[src/rtl/mips_seq_ctrl_pkg.sv]
// Shared MIPS defines: opcode/funct constants, ALU op encodings,
// sequencer state encoding and trap cause encoding.
package mips_seq_ctrl_pkg;

  // Primary opcodes (inst[31:26])
  localparam logic [5:0] OP_OTHER0 = 6'b000000;  // R-type, see funct
  localparam logic [5:0] OP_BEQ    = 6'b000100;
  localparam logic [5:0] OP_ADDI   = 6'b001000;
  localparam logic [5:0] OP_ANDI   = 6'b001100;
  localparam logic [5:0] OP_ORI    = 6'b001101;

  // R-type function codes (inst[5:0])
  localparam logic [5:0] OP0_ADD = 6'b100000;
  localparam logic [5:0] OP0_SUB = 6'b100010;
  localparam logic [5:0] OP0_AND = 6'b100100;
  localparam logic [5:0] OP0_OR  = 6'b100101;
  localparam logic [5:0] OP0_SLT = 6'b101010;

  typedef enum logic [2:0] {
    ALU_AND = 3'b000,
    ALU_OR  = 3'b001,
    ALU_ADD = 3'b010,
    ALU_SUB = 3'b110,
    ALU_SLT = 3'b111
  } alu_op_e;

  // Operand-2 source: register, sign-extended imm, zero-extended imm
  typedef enum logic [1:0] {
    SRC2_REG  = 2'd0,
    SRC2_SIMM = 2'd1,
    SRC2_ZIMM = 2'd2
  } src2_e;

  typedef enum logic [2:0] {
    ST_FETCH  = 3'd0,
    ST_DECODE = 3'd1,
    ST_EXEC   = 3'd2,
    ST_WB     = 3'd3,
    ST_TRAP   = 3'd4
  } state_e;

  typedef enum logic [1:0] {
    CAUSE_NONE    = 2'd0,
    CAUSE_ILLEGAL = 2'd1,
    CAUSE_TIMEOUT = 2'd2
  } cause_e;

endpackage

[src/rtl/mips_decode.sv]
// Combinational MIPS instruction decoder: opcode/funct to ALU controls,
// register write enable and illegal-instruction flag.
module mips_decode
  import mips_seq_ctrl_pkg::*;
(
  input  logic [5:0] i_op,
  input  logic [5:0] i_funct,
  output logic [2:0] o_alu_op,
  output logic [1:0] o_alu_src2,
  output logic       o_rd_src,
  output logic       o_writeenable,
  output logic       o_except
);

  // Decode table; unknown encodings raise except with all controls zero
  always_comb begin
    // NOTE: every output gets a default first so no path leaves one unassigned (no latch).
    o_alu_op      = '0;
    o_alu_src2    = '0;
    o_rd_src      = 1'b0;
    o_writeenable = 1'b0;
    o_except      = 1'b0;
    case (i_op)
      OP_OTHER0: begin
        o_alu_src2    = SRC2_REG;
        o_rd_src      = 1'b1;
        o_writeenable = 1'b1;
        case (i_funct)
          OP0_ADD: o_alu_op = ALU_ADD;
          OP0_SUB: o_alu_op = ALU_SUB;
          OP0_AND: o_alu_op = ALU_AND;
          OP0_OR:  o_alu_op = ALU_OR;
          OP0_SLT: o_alu_op = ALU_SLT;
          default: begin
            o_rd_src      = 1'b0;
            o_writeenable = 1'b0;
            o_except      = 1'b1;
          end
        endcase
      end
      OP_BEQ:  o_alu_op = ALU_SUB;
      OP_ADDI: begin
        o_alu_op      = ALU_ADD;
        o_alu_src2    = SRC2_SIMM;
        o_writeenable = 1'b1;
      end
      OP_ANDI: begin
        o_alu_op      = ALU_AND;
        o_alu_src2    = SRC2_ZIMM;
        o_writeenable = 1'b1;
      end
      OP_ORI: begin
        o_alu_op      = ALU_OR;
        o_alu_src2    = SRC2_ZIMM;
        o_writeenable = 1'b1;
      end
      default: o_except = 1'b1;
    endcase
  end

endmodule

[src/rtl/mips_seq_ctrl.sv]
// Multi-cycle MIPS sequencer: FETCH -> DECODE -> EXEC -> WB, with a
// sticky TRAP on illegal instruction or instruction-fetch timeout.
module mips_seq_ctrl
  import mips_seq_ctrl_pkg::*;
#(
  parameter int FETCH_TIMEOUT = 255,
  parameter int RETIRE_W      = 32
) (
  input  logic                clock,
  input  logic                reset,
  output logic                imem_req,
  input  logic                imem_ready,
  input  logic [31:0]         inst,
  output logic                pc_en,
  output logic                rf_wr_en,
  output logic [2:0]          alu_op,
  output logic [1:0]          alu_src2,
  output logic                rd_src,
  output logic                trapped,
  output logic [1:0]          trap_cause,
  output logic [RETIRE_W-1:0] retired
);

  localparam int            TO_W    = $clog2(FETCH_TIMEOUT + 1);
  // Count value during the last ready-less FETCH cycle allowed
  localparam logic [TO_W-1:0] TO_LAST = TO_W'(FETCH_TIMEOUT - 1);

  state_e              r_state;
  state_e              w_next;
  logic [11:0]         r_ir;        // {opcode, funct}
  logic [TO_W-1:0]     r_to_cnt;
  logic [2:0]          r_alu_op;
  logic [1:0]          r_alu_src2;
  logic                r_rd_src;
  logic                r_we;
  cause_e              r_cause;
  logic [RETIRE_W-1:0] r_retired;

  logic [2:0]          w_dec_alu_op;
  logic [1:0]          w_dec_alu_src2;
  logic                w_dec_rd_src;
  logic                w_dec_we;
  logic                w_dec_except;
  logic                w_fetch_timeout;
  logic                w_inst_unused;

  // Only opcode and funct fields matter to the sequencer
  assign w_inst_unused = ^inst[25:6];

  mips_decode u_decode (
    .i_op          (r_ir[11:6]),
    .i_funct       (r_ir[5:0]),
    .o_alu_op      (w_dec_alu_op),
    .o_alu_src2    (w_dec_alu_src2),
    .o_rd_src      (w_dec_rd_src),
    .o_writeenable (w_dec_we),
    .o_except      (w_dec_except)
  );

  // A ready in the final allowed cycle wins over the timeout
  assign w_fetch_timeout = !imem_ready && (r_to_cnt == TO_LAST);

  // Next-state and per-state strobes
  always_comb begin
    w_next   = r_state;
    imem_req = 1'b0;
    pc_en    = 1'b0;
    rf_wr_en = 1'b0;
    trapped  = 1'b0;
    case (r_state)
      ST_FETCH: begin
        imem_req = 1'b1;
        if (imem_ready)           w_next = ST_DECODE;
        else if (w_fetch_timeout) w_next = ST_TRAP;
      end
      ST_DECODE: w_next = w_dec_except ? ST_TRAP : ST_EXEC;
      ST_EXEC:   w_next = ST_WB;
      ST_WB: begin
        pc_en    = 1'b1;
        rf_wr_en = r_we;
        w_next   = ST_FETCH;
      end
      ST_TRAP: begin
        trapped = 1'b1;
        w_next  = ST_TRAP;
      end
      default: w_next = ST_FETCH;
    endcase
  end

  // State register
  always_ff @(posedge clock) begin
    // NOTE: sequential state uses non-blocking (<=) so all registers update from pre-edge values.
    if (reset) r_state <= ST_FETCH;
    else       r_state <= w_next;
  end

  // Instruction register, decoded controls, timeout counter, cause and retire count
  always_ff @(posedge clock) begin
    // NOTE: every control register is reset here because each one is visible on a port or steers sequencing.
    if (reset) begin
      r_ir       <= '0;
      r_to_cnt   <= '0;
      r_alu_op   <= '0;
      r_alu_src2 <= '0;
      r_rd_src   <= 1'b0;
      r_we       <= 1'b0;
      r_cause    <= CAUSE_NONE;
      r_retired  <= '0;
    end else begin
      case (r_state)
        ST_FETCH: begin
          if (imem_ready) begin
            r_ir     <= {inst[31:26], inst[5:0]};
            r_to_cnt <= '0;
          end else if (w_fetch_timeout) begin
            r_cause  <= CAUSE_TIMEOUT;
          end else begin
            r_to_cnt <= r_to_cnt + TO_W'(1);
          end
        end
        ST_DECODE: begin
          r_alu_op   <= w_dec_alu_op;
          r_alu_src2 <= w_dec_alu_src2;
          r_rd_src   <= w_dec_rd_src;
          r_we       <= w_dec_we;
          if (w_dec_except) r_cause <= CAUSE_ILLEGAL;
        end
        ST_WB: begin
          r_retired <= r_retired + RETIRE_W'(1);
          r_to_cnt  <= '0;
        end
        default: ;
      endcase
    end
  end

  assign alu_op     = r_alu_op;
  assign alu_src2   = r_alu_src2;
  assign rd_src     = r_rd_src;
  assign trap_cause = r_cause;
  assign retired    = r_retired;

endmodule
[config.mk]
export PLATFORM = sky130hd
export DESIGN_NAME = mips_seq_ctrl
export DESIGN_NICKNAME = d
export VERILOG_FILES = /design/src/rtl/mips_seq_ctrl_pkg.sv /design/src/rtl/mips_decode.sv /design/src/rtl/mips_seq_ctrl.sv
export SDC_FILE = /design/constraint.sdc
export NUM_CORES = 1
export LEC_CHECK = 0
export CELL_PAD_IN_SITES_DETAIL_PLACEMENT = 1
export CELL_PAD_IN_SITES_GLOBAL_PLACEMENT = 2
export CORE_MARGIN = 2
export CORE_UTILIZATION = 31
export DETAILED_ROUTE_END_ITERATION = 8
export GPL_ROUTABILITY_DRIVEN = 1
export GPL_TIMING_DRIVEN = 0
export PLACE_DENSITY = 0.92
export SETUP_SLACK_MARGIN = 0.5
export SKIP_CTS_REPAIR_TIMING = 1
export SLEW_MARGIN = 30
export SYNTH_ARGS = -nofsm -noshare
export SYNTH_HDL_FRONTEND = slang
export SYNTH_SLANG_ARGS = --single-unit
export TNS_END_PERCENT = 30
[constraint.sdc]
create_clock -name clock -period 3.8 [get_ports clock]
set_input_delay 0.57 -clock clock [delete_from_list [all_inputs] [get_ports clock]]
set_output_delay 0.57 -clock clock [all_outputs]
set_load 0.02 [all_outputs]
Yosys cells after proc, flatten, opt, wreduce, memory -nomap -nowiden
Index checks and enable logic that the tools add are counted.
{"block": "op_classes", "n_eq_ne": 19, "mux": 23, "reduce_logical": 13, "add_sub_neg": 2}
{"op": "$pmux 3 s4", "n": 3}
{"op": "$add 32x1->32 const B", "n": 1}
{"op": "$eq 6x6->1 const B", "n": 5}
{"op": "$eq 6x4->1 const B", "n": 3}
{"op": "$mux 8", "n": 2}
{"op": "$pmux 8 s2", "n": 1}
{"op": "$mux 3", "n": 3}
{"op": "$add 8x1->8 const B", "n": 1}
{"op": "$eq 8x8->1 const B", "n": 1}
{"op": "$pmux 2 s2", "n": 2}
{"op": "$mux 1", "n": 7}
{"op": "$eq 3x2->1 const B", "n": 2}
{"op": "$eq 6x3->1 const B", "n": 1}
{"op": "$logic_not 6->1", "n": 1}
{"op": "$mux 2", "n": 3}
{"op": "$ne 2x2->1 const B", "n": 3}
{"op": "$ne 3x3->1 const B", "n": 2}
{"op": "$reduce_or 5->1", "n": 1}
{"op": "$pmux 1 s2", "n": 2}
{"op": "$reduce_and 2->1", "n": 2}
{"op": "$reduce_and 4->1", "n": 1}
{"op": "$reduce_bool 2->1", "n": 2}
{"op": "$reduce_or 4->1", "n": 1}
{"op": "$eq 3x1->1 const B", "n": 1}
{"op": "other kinds (6)", "n": 6}
{"block": "totals", "word_cells": 66, "ff_bits": 64, "out_inout_bits": 44, "input_bits": 35}

Longest topological paths before layout
Gate-level depths: netlist of the first run.
{"block": "logic_depth", "ltp_word": 6, "ltp_mapped": 8}

Hierarchy
Synthesis of the first run repeated with hierarchy kept, for this count alone.
{"block": "unflattened", "hier_cells": 380, "hier_area_um2": 3086.7}
{"module": "mips_seq_ctrl", "area_each_um2": 2890.3, "n_inst": 1, "cells_each": 350}
{"module": "mips_decode", "area_each_um2": 196.4, "n_inst": 1, "cells_each": 30}

Worst setup path after synthesis of the first run
No wires, ideal clock.
{"block": "synth_path", "path_type": "flip-flop to flip-flop", "start": "register r_retired[0] (netlist: retired[0])", "end": "register r_retired[26] (netlist: retired[26])", "path_slack_ns": 1.903, "stages_incl_launch_ff": 7, "setup_ns": 0.121, "arrival_ns": 1.776, "cell_sequence": "dfxtp_1 > ha_1 > clkbuf_1 > and3_1 > nand4_2 > nor3_1 > mux2_2"}
{"block": "synth_between", "elab_chain_len": 1}
{"item": "start: declaration", "line_no": "mips_seq_ctrl.sv:37", "text": "logic [RETIRE_W-1:0] r_retired;"}
{"item": "start signal: assignment", "line_no": "mips_seq_ctrl.sv:130", "text": "r_retired <= r_retired + RETIRE_W'(1);"}
{"item": "$add 32x1->32", "line_no": "mips_seq_ctrl.sv:130"}
No other way between the ends.
A chain may end at the register's enable or synchronous reset.

Final worst setup path of the first run
{"block": "layout_path", "start": "register r_state[2]", "end": "output port rf_wr_en"}
{"block": "layout_between", "elab_chain_len": 2}
{"item": "start: declaration", "line_no": "mips_seq_ctrl.sv:28", "text": "state_e r_state;"}
{"item": "start signal: assignment", "line_no": "mips_seq_ctrl.sv:95", "text": "else r_state <= w_next;"}
{"item": "$eq 3x2->1", "line_no": "mips_seq_ctrl.sv:70", "text": "case (r_state)"}
{"item": "$mux 1", "line_no": "mips_seq_ctrl.sv:70"}
{"item": "end: declaration", "line_no": "mips_seq_ctrl.sv:15", "text": "output logic rf_wr_en,"}
No other way between the ends.

==> run summary, run 1 <==
CTS Buffer Depth - 2
Combinational power share - 0.136
Congestion Overflow GR - 0
Synth unique cells - 61
Sink of the worst hold path - alu_op[1]$_SDFFE_PP0P_
CP required - 3230 ps
Synth-to-layout area growth - 28.45%
Critical Path End Type - primary output
# IOs - 79
Placed cell area - 0.003974 mm2
CTS tree - built
Via-per-instance ratio - 5.131
CP delay by family, top - buffers and inverters
Hold Path Origin - alu_op[1]$_SDFFE_PP0P_
CTS sink count - 64
Cell Chain, Critical Path - buf_6 > nand3b_4 > inv_2 > buf_6 > buf_2 > and2_1 > clkdlybuf4s50_1
Flops & latches, synth - 64
Die Width - 106.0 um
Worst-margin pin slew - 726.3 ps
Top cells by area, synth - dfxtp_1, nand2_1, a21oi_1, mux2_2, nor2_1
CP arrival - 2290 ps
Total CTS buffers - 9
Fmax - 349.1 MHz
Max incr delay on CP - 610 ps
Die H - 106.0 um
WL/cell - 15.35 um
Number of global-route vias before repair - 3235
First-pass GRT wire length - 15.71 mm
Dominant synthesized flop cell - dfxtp_1
First drt pass iteration count - 4
Final min period - 2864 ps
Seq pwr share - 0.501
Worst path slowest cell - clkdlybuf4s50_1
Fraction of layout cells with a size suffix above 1 - 0.1111
R2R Path Start - retired[0]$_SDFFE_PP0P_
Final Hold Fails - 0
Avg Inst Size Synth - 8.372 um2
Post-DRT Antenna Nets - 0
Hold depth - 2
Placer Congestion - 0.7917
Clock Pin Slew Worst Setup and Hold Paths - 60 ps
Initial antenna violation count - 0
Min-delay worst type - register to register
Setup Skew - 16.60 ps
Final WL - 9.133 mm
Die area - 0.01123 mm2
Worst VDD drop - 0.1626 mV
Vias - 3053
Max-cap viol count - 0
Antenna Cells - 0
Multi-input gate area - 0.001784 mm2
Initial DRC Count - 80
Cell Pwr Density - 343.8 mW/mm2
Pins Over Slew Limit - 0
R2r worst-path depth - 6
RR Endpoint - retired[30]$_SDFFE_PP0P_
Port bufs - 58
Clock share of power - 0.362
All-Layer GR Usage - 0.1749
EDFF count, synth - 0
Worst-Skew Late Latency - 360 ps
Synthesized area - 0.003223 mm2
Setup TNS - 0 ps
Hpwl dp - 6.800 mm
Sw Share - 0.2782
NumNets Final - 492
Post-Syn Instances - 385
Net Switching - 0.3960 mW
# rows - 37
Startpoint Class - register
CTS Root Cell - clkbuf_8
Synthesis Warnings - 0
Worst rel slew slack - 0.5129
Crit path kind - register to primary output
Area leader, netlist - dfxtp_1
Net Count, Synth - 423
Post-synth top area share - 0.3975
RSZ-0062 raised after global routing - false
Worst-path fanout max - 10
Register area share after synthesis - 0.3975
Register area - 0.001281 mm2
Largest net degree at the start of global routing - 11
Design Area, Final - 0.004140 mm2
WP buf/inv - 5
Drc violations - 0
R2R setup slack - 1650 ps
Outcome - finished clean
Int Power - 1.027 mW
Core Region - 0.01023 mm2
Most frequent CP cell - buf_6
Async SR Flop Fraction - 0
# H-tree levels - 3
Initial Util - 0.3150
Crit share post-route - 0.7538
Leak pwr - 1.409 nW
Endpoints failing setup - 0
Fillcell total - 1239
## synthesized netlist by cell type (2+ instances only)
library cell and n:
dfxtp_1 64, nand2_1 51, a21oi_1 33, nor2_1 33
nand4_1 14, mux2_2 13, nor2b_1 13, nor4_1 12
inv_1 11, nand3_1 11, o21ai_0 11, clkbuf_1 10
or3_1 10, and4_1 7, nand2b_1 7, nor3_1 7
xor2_1 6, buf_2 5, and2_1 4, mux2i_1 4
or4_1 4, a211oi_1 3, and3_1 3, buf_6 3
ha_1 3, xnor2_1 3, a21boi_0 2, a31oi_1 2
nor3_2 2, o211ai_1 2, o31ai_1 2
## power groups by stage
stage | Sequential (mW) | Combinational (mW) | Clock [mW]
finish | 0.713 | 0.194 | 0.516
global route | 0.717 | 0.217 | 0.572
CTS | 0.713 | 0.197 | 0.540
detailed placement | 0.728 | 0.195 | 0
global placement | 0.726 | 0.190 | 0
floorplan | 0.728 | 0.121 | 0
## cell type report
cell class                 instances  area share
timing repair buffer              58      0.1402
clock buffer                      13     0.03596
inverter                          12     0.01088
tap                              136     0.04110
multi-input combinational        288      0.4309
buffer                            21     0.02720
clock inverter                     3    0.004231
sequential                        64      0.3095
## state kept, by name, summed over array words and instances, names as in the netlist
signal / count
alu_op: 3
alu_src2: 2
r_ir: 12
r_state: 3
r_to_cnt: 8
r_we: 1
rd_src: 1
retired: 32
trap_cause: 2
## kinds of logic after synthesis
family | count (synthesis) | share of synthesized area
AO/OA/AOI/OAI | 69 | 0.1359
AND/OR/NAND/NOR | 190 | 0.3238
multiplexers | 17 | 0.05784
flip-flops | 64 | 0.3975
XOR/XNOR | 9 | 0.02446
buffers and inverters | 33 | 0.04891
adder cells (fa/ha/maj) | 3 | 0.01165
## worst max path at each step
stage | startpoint | to | slack [ps] | depth (start not counted)
floorplan | retired[0]$_SDFFE_PP0P_ | retired[26]$_SDFFE_PP0P_ | 1900 | 6
global route | r_state[2]$_SDFFE_PP0P_ | rf_wr_en | 820 | 7
global placement | r_state[2]$_SDFFE_PP0P_ | rf_wr_en | 1310 | 7
finish | r_state[2]$_SDFFE_PP0P_ | rf_wr_en | 940 | 7
CTS | r_state[2]$_SDFFE_PP0P_ | rf_wr_en | 900 | 7
detailed placement | r_state[2]$_SDFFE_PP0P_ | rf_wr_en | 1290 | 7
## per-layer routing
metal  global-route usage  share of wire  vias to the layer above
li1                     -              -                     1513
met1               0.2162           0.46                     1468
met2               0.2945           0.49                       62
met3              0.04721          0.034                       10
met4              0.05921          0.014                        0
met5                    0              0                        -
## per-stage QoR
stage          hold WS, ps  setup WS [ps]  total power [mW]  cells    util
2_1_floorplan        437.9           1903            0.8497    385       -
3_3_place_gp         438.4           1315            0.9164    579  0.3884
3_5_place_dp         451.5           1289            0.9233    579  0.3884
4_1_cts              461.0          896.1             1.450    595  0.4047
5_1_grt              476.1          815.4             1.505    595  0.4047
6_report             456.0          935.6             1.423    595  0.4047
## worst reg2reg max path: cells and delay by family (launching register included)
family	cells	cell delay (ps)
adder cells (fa/ha/maj)	1	190
flip-flops	1	440
multiplexers	1	350
AND/OR/NAND/NOR	3	730
buffers and inverters	1	340
## placed cells by master, fill, tap and decap left out, types with 5 or more instances in the layout
master	n
nor2b_1	13
o21ai_0	11
buf_2	5
dfxtp_1	64
inv_1	11
nor4_1	12
clkbuf_8	10
xor2_1	6
and4_1	7
mux2_2	13
nor3_1	7
nand4_1	14
nand3_1	11
a21oi_1	33
nand2_1	51
clkbuf_1	13
clkdlybuf4s50_1	58
nand2b_1	7
nor2_1	33
or3_1	10
Power figures use the tool's default switching activity.
==> inputs of run 2 (changes only) <==
- CORE_UTILIZATION: 31 -> 29
- PLACE_DENSITY: 0.92 -> 0.88
- clock period: 3.8 -> 2.91 ns (I/O delays scaled with it)
==> run 2 against run 1 <==
- die area up 6.6%
- sequential share of layout area shrank 0.35 points
- global-route usage down 0.76 points
- setup slack worse by 340 ps
- hold slack worse by 2.9 ps
- cell area rose by 1.1%
- power increased by 41%
- first-iteration DRC count increased by 13%
- non-clock buffer count stayed put
- flip-flop and latch count stayed put
- wire length up 3.6%
- cell count rose by 0.50%
==> run summary, run 2 (same netlist as run 1, synthesis figures left out) <==
Outcome - finished clean
Worst-Skew Late Latency - 340 ps
Placed cells - 583
First drt pass iteration count - 4
Worst path slowest cell - dfxtp_1
Min-delay worst type - register to register
Antenna Cells - 0
WL/cell - 15.83 um
Initial DRC Count - 90
Worst-margin pin slew - 831.1 ps
Vias - 3082
Synth-to-layout area growth - 29.93%
CTS Root Cell - clkbuf_8
Max-cap viol count - 0
RSZ-0062 raised after global routing - true
Crit path kind - register to primary output
Final Hold Fails - 0
Startpoint Class - register
Max incr delay on CP - 310 ps
Worst-path fanout max - 10
CTS Buffer Depth - 2
Critical Path End Type - primary output
Cell Chain, Critical Path - buf_6 > nand3b_4 > inv_2 > buf_6 > clkbuf_4 > and2_1 > dlymetal6s2s_1
Total CTS buffers - 9
Drc violations - 0
Levels on crit path - 7
CTS sink count - 64
R2r worst-path depth - 6
Hold depth - 2
Sink of the worst hold path - alu_src2[0]$_SDFFE_PP0P_
Fraction of layout cells with a size suffix above 1 - 0.1114
Number of global-route vias before repair - 3156
RR Endpoint - retired[26]$_SDFFE_PP0P_
Final WL - 9.465 mm
Cell Pwr Density - 479.3 mW/mm2
Final min period - 2313 ps
R2R Path Start - retired[0]$_SDFFE_PP0P_
Die area - 0.01197 mm2
CP arrival - 1880 ps
Die H - 109.4 um
Fmax - 432.4 MHz
Setup TNS - 0 ps
Initial antenna violation count - 0
Worst rel slew slack - 0.4381
Pins Over Slew Limit - 0
# H-tree levels - 3
Leading cell type in the layout, fill and taps excluded - dfxtp_1
# IOs - 79
Initial Util - 0.2973
Hpwl dp - 6.880 mm
CP delay by family, top - buffers and inverters
CP startpoint - r_state[2]$_SDFFE_PP0P_
Setup Skew - 5.199 ps
Post-Layout Cell Count - 598
CP required - 2470 ps
First-pass GRT wire length - 15.39 mm
Post-DRT Antenna Nets - 0
Hold Path Origin - alu_src2[0]$_SDFFE_PP0P_
R2R setup slack - 730 ps
# rows - 38
Clock Pin Slew Worst Setup and Hold Paths - 70 ps
Leak pwr - 1.466 nW
Worst VDD drop - 0.2133 mV
Largest net degree at the start of global routing - 11
All-Layer GR Usage - 0.1673
Crit share post-route - 0.7947
Core Region - 0.01084 mm2
Congestion Overflow GR - 0
CTS tree - built
Endpoints failing setup - 0
Fillcell total - 1330
Tot Pwr - 2.007 mW
Via-per-instance ratio - 5.154
Die Width - 109.4 um
NumNets Final - 492
WP buf/inv - 5
Most frequent cells in the layout - dfxtp_1, clkdlybuf4s50_1, nand2_1
Most frequent CP cell - buf_6
Port bufs - 58
Largest register FFs - 32
Placer Congestion - 0.8104
-- run 2: layout make-up --
type	count	area, um2	share of cell area
clock inverters	4	70.07	0.01673
plain buffers	21	115.1	0.02749
multi-input cells	288	1784	0.4261
flip-flops and latches	64	1281	0.3059
clock buffers	11	131.4	0.03137
inverters	12	45.04	0.01076
repair buffers	58	585.6	0.1398
well taps	140	175.2	0.04183
-- run 2: worst reg2reg max path: cells and delay by family (launching register included) --
kind | cells | cell delay, ps
simple gates | 3 | 740
fa+ha+maj | 1 | 190
buf+inv | 1 | 360
mux | 1 | 360
flops | 1 | 440
-- run 2: through the flow --
step	setup WS, ps	hold WS (ps)	instance area (um2)	utilization
after floorplan	1013	437.9	3223	-
after CTS	148.9	459.0	4180	0.3856
after global routing	477.1	479.1	4188	0.3863
after global placement	383.9	440.7	3979	0.3670
final	597.4	453.1	4188	0.3863
after detailed placement	348.0	449.7	3979	0.3670
-- run 2: worst max-delay path by stage --
stage / end / slack, ps
floorplan: retired[26]$_SDFFE_PP0P_ / 1010
global route: rf_wr_en / 480
global placement: r_to_cnt[2]$_SDFFE_PP0P_ / 380
finish: rf_wr_en / 600
CTS: rf_wr_en / 150
detailed placement: r_to_cnt[6]$_SDFFE_PP0P_ / 350
-- run 2: report_power, final --
group | switching, mW | internal [mW] | total (mW) | leakage, nW
combinational | 0.148 | 0.108 | 0.256 | 0.844
sequential | 0.0272 | 0.904 | 0.931 | 0.518
clock | 0.345 | 0.476 | 0.820 | 0.103
total | 0.520 | 1.49 | 2.01 | 1.47
-- run 2: routing by layer --
metal | wire [um] | track usage | vias to the layer above
met1 | 4314 | 0.2070 | 1498
met3 | 345 | 0.03201 | 9
met2 | 4670 | 0.2848 | 62
li1 | - | - | 1513
met4 | 134 | 0.06781 | 0
met5 | 0 | 0 | -
